## src/rtl/serial_mag_comparator.sv

```systemverilog
// serial_mag_comparator
//   Digit-serial magnitude comparator. Operands are captured on an accepted
//   start and compared one DIGIT-bit digit per cycle, most significant digit
//   first. A Lt/Gt cascade carries the decision from digit to digit.
//   Two's-complement compare is done by flipping both sign bits at capture,
//   which maps the signed range onto the unsigned range monotonically.
//
// Handshake: start is accepted only when the FSM is IDLE (busy=0). done is a
//   one-cycle pulse on the completion cycle; Lt/Gt/Eq are valid from that
//   cycle and hold until the next accepted start clears them.
//
// Ports
//   clk, rst_n         clock, asynchronous active-low reset
//   start              comparison request (sampled in IDLE)
//   signed_mode        1 = two's complement, 0 = unsigned (sampled with start)
//   A, B               operands (sampled with start)
//   busy               high while RUN
//   done               one-cycle completion pulse
//   Lt, Gt, Eq         registered result, exactly one set after done
//   stateDbg           current FSM state (0 = IDLE, 1 = RUN)
module serial_mag_comparator #(
  parameter int WIDTH      = 16,
  parameter int DIGIT      = 1,
  parameter int EARLY_EXIT = 0
) (
  input  logic             clk,
  input  logic             rst_n,
  input  logic             start,
  input  logic             signed_mode,
  input  logic [WIDTH-1:0] A,
  input  logic [WIDTH-1:0] B,
  output logic             busy,
  output logic             done,
  output logic             Lt,
  output logic             Gt,
  output logic             Eq,
  output logic             stateDbg
);

  localparam int N     = WIDTH / DIGIT;
  localparam int CNT_W = (N > 1) ? $clog2(N) : 1;

  typedef enum logic {
    IDLE = 1'b0,
    RUN  = 1'b1
  } state_t;

  state_t             state;
  state_t             stateNext;
  logic [WIDTH-1:0]   opA;
  logic [WIDTH-1:0]   opB;
  logic [CNT_W-1:0]   digitCnt;
  logic               cLt;
  logic               cGt;
  logic [DIGIT-1:0]   digA;
  logic [DIGIT-1:0]   digB;
  logic               stepLt;
  logic               stepGt;
  logic               lastStep;
  logic               finish;
  logic               accept;
  logic [WIDTH-1:0]   signFlip;

  // Operands shift left each step, so the current digit is always on top.
  assign digA = opA[WIDTH-1 -: DIGIT];
  assign digB = opB[WIDTH-1 -: DIGIT];

  assign accept   = (state == IDLE) && start;
  assign signFlip = WIDTH'(signed_mode) << (WIDTH - 1);
  assign lastStep = (digitCnt == CNT_W'(N - 1));

  // Cascade cell: an earlier decision wins; otherwise this digit decides.
  always_comb begin
    stepLt = cLt;
    stepGt = cGt;
    if (!cLt && !cGt) begin
      stepLt = (digA < digB);
      stepGt = (digA > digB);
    end
  end

  always_comb begin
    finish = 1'b0;
    if (state == RUN) begin
      finish = lastStep || ((EARLY_EXIT != 0) && (stepLt || stepGt));
    end
  end

  // FSM state register
  always_ff @(posedge clk or negedge rst_n) begin
    if (!rst_n) begin
      state <= IDLE;
    end else begin
      state <= stateNext;
    end
  end

  // FSM next state
  always_comb begin
    stateNext = state;
    case (state)
      IDLE: if (start)  stateNext = RUN;
      RUN:  if (finish) stateNext = IDLE;
      default: stateNext = IDLE;
    endcase
  end

  // Datapath and result registers
  always_ff @(posedge clk or negedge rst_n) begin
    if (!rst_n) begin
      opA      <= '0;
      opB      <= '0;
      digitCnt <= '0;
      cLt      <= 1'b0;
      cGt      <= 1'b0;
      Lt       <= 1'b0;
      Gt       <= 1'b0;
      Eq       <= 1'b0;
      done     <= 1'b0;
    end else begin
      done <= 1'b0;
      if (accept) begin
        opA      <= A ^ signFlip;
        opB      <= B ^ signFlip;
        digitCnt <= '0;
        cLt      <= 1'b0;
        cGt      <= 1'b0;
        Lt       <= 1'b0;
        Gt       <= 1'b0;
        Eq       <= 1'b0;
      end else if (state == RUN) begin
        cLt      <= stepLt;
        cGt      <= stepGt;
        opA      <= opA << DIGIT;
        opB      <= opB << DIGIT;
        digitCnt <= digitCnt + CNT_W'(1);
        if (finish) begin
          Lt   <= stepLt;
          Gt   <= stepGt;
          Eq   <= ~(stepLt | stepGt);
          done <= 1'b1;
        end
      end
    end
  end

  assign busy     = (state == RUN);
  assign stateDbg = state;

endmodule

```

## config.mk

```make
export PLATFORM = sky130hd
export DESIGN_NAME = serial_mag_comparator
export DESIGN_NICKNAME = d
export VERILOG_FILES = /design/src/rtl/serial_mag_comparator.sv
export SDC_FILE = /design/constraint.sdc
export NUM_CORES = 1
export LEC_CHECK = 0
export CELL_PAD_IN_SITES_DETAIL_PLACEMENT = 0
export CELL_PAD_IN_SITES_GLOBAL_PLACEMENT = 2
export CORE_ASPECT_RATIO = 0.7
export CORE_UTILIZATION = 34
export DETAILED_ROUTE_END_ITERATION = 12
export GPL_TIMING_DRIVEN = 1
export HOLD_SLACK_MARGIN = 0.12
export PLACE_DENSITY = 0.92
export REMOVE_ABC_BUFFERS = 1
export SLEW_MARGIN = 20
export SYNTH_ARGS = -nofsm -noshare
export SYNTH_HDL_FRONTEND = slang
export SYNTH_SLANG_ARGS = --single-unit
```

## constraint.sdc

```tcl
create_clock -name clk -period 1.9 [get_ports clk]
set_input_delay 0.57 -clock clk [delete_from_list [all_inputs] [get_ports clk]]
set_output_delay 0.57 -clock clk [all_outputs]
set_load 0.1 [all_outputs]
```

==> out/results.tsv <==
metric	value	unit
cpPeakStageDelay	0.63	ns
status	complete, no violations	
fmax	0.577	GHz
power.density	1350	nW/um^2
dr_wl_met3	197	um
cts_max_level	2	
relSlewSlack	0.664	
postLayoutCoreUtil	0.473	
via_count	1358	
r2r-start	busy$_DFF_PN0_	
setup_viol	0	
drive_gt1_frac	0.104	
totalWireLength	3640	um
dr.pass1.iters	4	
slew_violations	0	
grt_pass1_vias	1349	
period_share	0.912	
ant_nets	0	
crit_required	1.33	ns
fp-row-count	22	
top_layer	met4	
nets	258	
critPathKind	reg2out	
cp-start-kind	register	
post-cts-setup-buffer-count	0	
crit_path_max_fanout	21	
die_area	6140	sq um
min_period	1.73	ns
worstPathArrival	1.16	ns
finalNonFillerCells	294	
grt_max_degree	31	
slowest_stage	dfrtp_2	
hold_viol_final	0	
setup_ws	0.168	ns
fillers	505	
yosysSeqAreaShare	0.544	
pre_cts_slack	0.355	ns
die_h	65.8	um
clkLatencyLatePin	0.29	ns
path_clk_slew	0.08	ns
via_per_inst	4.62	
reg2reg_to	Eq$_DFFE_PN0P_	
io_pins	42	
hold_path_class	in2async	
post_cts_resized	0	
synth_seq_cells	43	
fp.coreArea	5420	sq um
drt_iter0_drc	46	
tns	0	ns
wl_per_cell	12.4	um
ir_drop	589	uV
grt_overflow_total	0	
cp_top_family	flip-flops	
num_antenna_cells	0	
endpoint_kind	output pin	
cp.depth	1	
place_inst	286	
worstMarginPinSlew	0.505	ns
clockBufferDepth	2	
ctsHoldBuffers	0	
start_util	0.365	
hpwl	2580	um
fin_worst_skew	0.00452	ns
rsz0062_at_grt	no	
antenna_found_initial	0	
p_leak	1.19	nW
grt_pass1_wl	6590	um
cts_sinks	43	
gp_congestion	0.748	
cts_buffers	5	
route.detailed.drc	0	
final_cell_mix	dfrtp_1, clkdlybuf4s50_1, mux2i_1	
wl_met2	1460	um
area_delta_synth_final	29.5	%
port_buffers	41	
met1_length	1930	um
r2r_slack	0.49	ns
root_buffer	clkbuf_8	
synthCells	182	
rr_worst_depth	4	
cp_num_buf_inv	1	
timing.hold.ws	0.243	ns
syn_area	1980	sq um
die_x	93.2	um
cp_cell_sequence	buf_12	
yosys_warnings	0	
synth_cell_type_count	26	
cap_violations	0	
track_usage	0.141	
final_common_cell	dfrtp_1	
avgSynthCellArea	10.9	sq um
cts_tree	done	
-- sequential cells by signal (all words and copies together) (netlist names) --
name and count:
Eq 1, done 1, cLt 1, Gt 1, opA 16, cGt 1, Lt 1, digitCnt 4
busy 1, opB 16
-- Yosys cell counts --
library cell	n	area share
buf_1	2	0.0038
mux2_2	1	0.0057
nor3_1	1	0.0025
buf_6	5	0.028
nor3b_2	1	0.0063
mux2i_1	32	0.16
nand2_1	30	0.057
nand3_1	1	0.0025
o22ai_1	2	0.0063
nor2_1	8	0.015
xnor2_1	1	0.0044
and4_4	1	0.0057
a21o_1	1	0.0038
clkbuf_1	3	0.0057
dfrtp_1	43	0.54
buf_2	2	0.0051
inv_1	1	0.0019
buf_4	2	0.0076
nor2b_1	1	0.0032
a22o_1	3	0.013
ha_1	1	0.0063
o21ai_1	28	0.071
xor2_1	4	0.018
a21oi_1	5	0.013
nor3b_1	1	0.0038
o21ai_0	2	0.0051
-- final cells by class --
type	instances	area (sq um)	share of cell area
clock inverters	1	5.00	0.00195
well taps	72	90.1	0.0352
multi-input cells	124	800	0.312
clock buffers	7	76.3	0.0298
inverters	1	3.75	0.00146
repair buffers	46	510	0.199
flip-flops and latches	43	1080	0.420
-- power breakdown --
group          switching (mW)  internal (mW)
Sequential              0.269           1.24
Combinational           0.794          0.617
Clock                   0.291          0.258
-- kinds of logic after synthesis --
kind of cell,Yosys count,share of synthesized area
AND/OR/NAND/NOR,44,0.0961
XOR/XNOR,5,0.0221
AO/OA/AOI/OAI,41,0.112
buffers and inverters,15,0.0525
multiplexers,33,0.168
flip-flops,43,0.544
adder cells (fa/ha/maj),1,0.00632
-- through the flow --
| stage | power (mW) | cell area [sq um] |
|---|---|---|
| CTS | 3.52 | 2560 |
| finish | 3.47 | 2560 |
| global route | 3.75 | 2560 |
| floorplan | 2.43 | 1880 |
| global placement | 2.93 | 2480 |
| detailed placement | 2.95 | 2480 |
-- worst max path at each step --
stage                    from                  end  slack, ns
2_1_floorplan  busy$_DFF_PN0_       Gt$_DFFE_PN0P_      -1.70
3_3_place_gp      signed_mode  opA[15]$_DFFE_PN0P_       0.37
3_5_place_dp      signed_mode  opA[15]$_DFFE_PN0P_       0.35
4_1_cts        busy$_DFF_PN0_             stateDbg       0.15
5_1_grt        busy$_DFF_PN0_                 busy       0.11
6_report       busy$_DFF_PN0_             stateDbg       0.17
-- per-layer routing --
metal / GRT usage / vias to the layer above
li1: - / 701
met1: 0.204 / 617
met2: 0.199 / 34
met3: 0.0391 / 6
met4: 0.0519 / 0
met5: 0 / -
No activity file was read; power rests on OpenSTA's default activity.
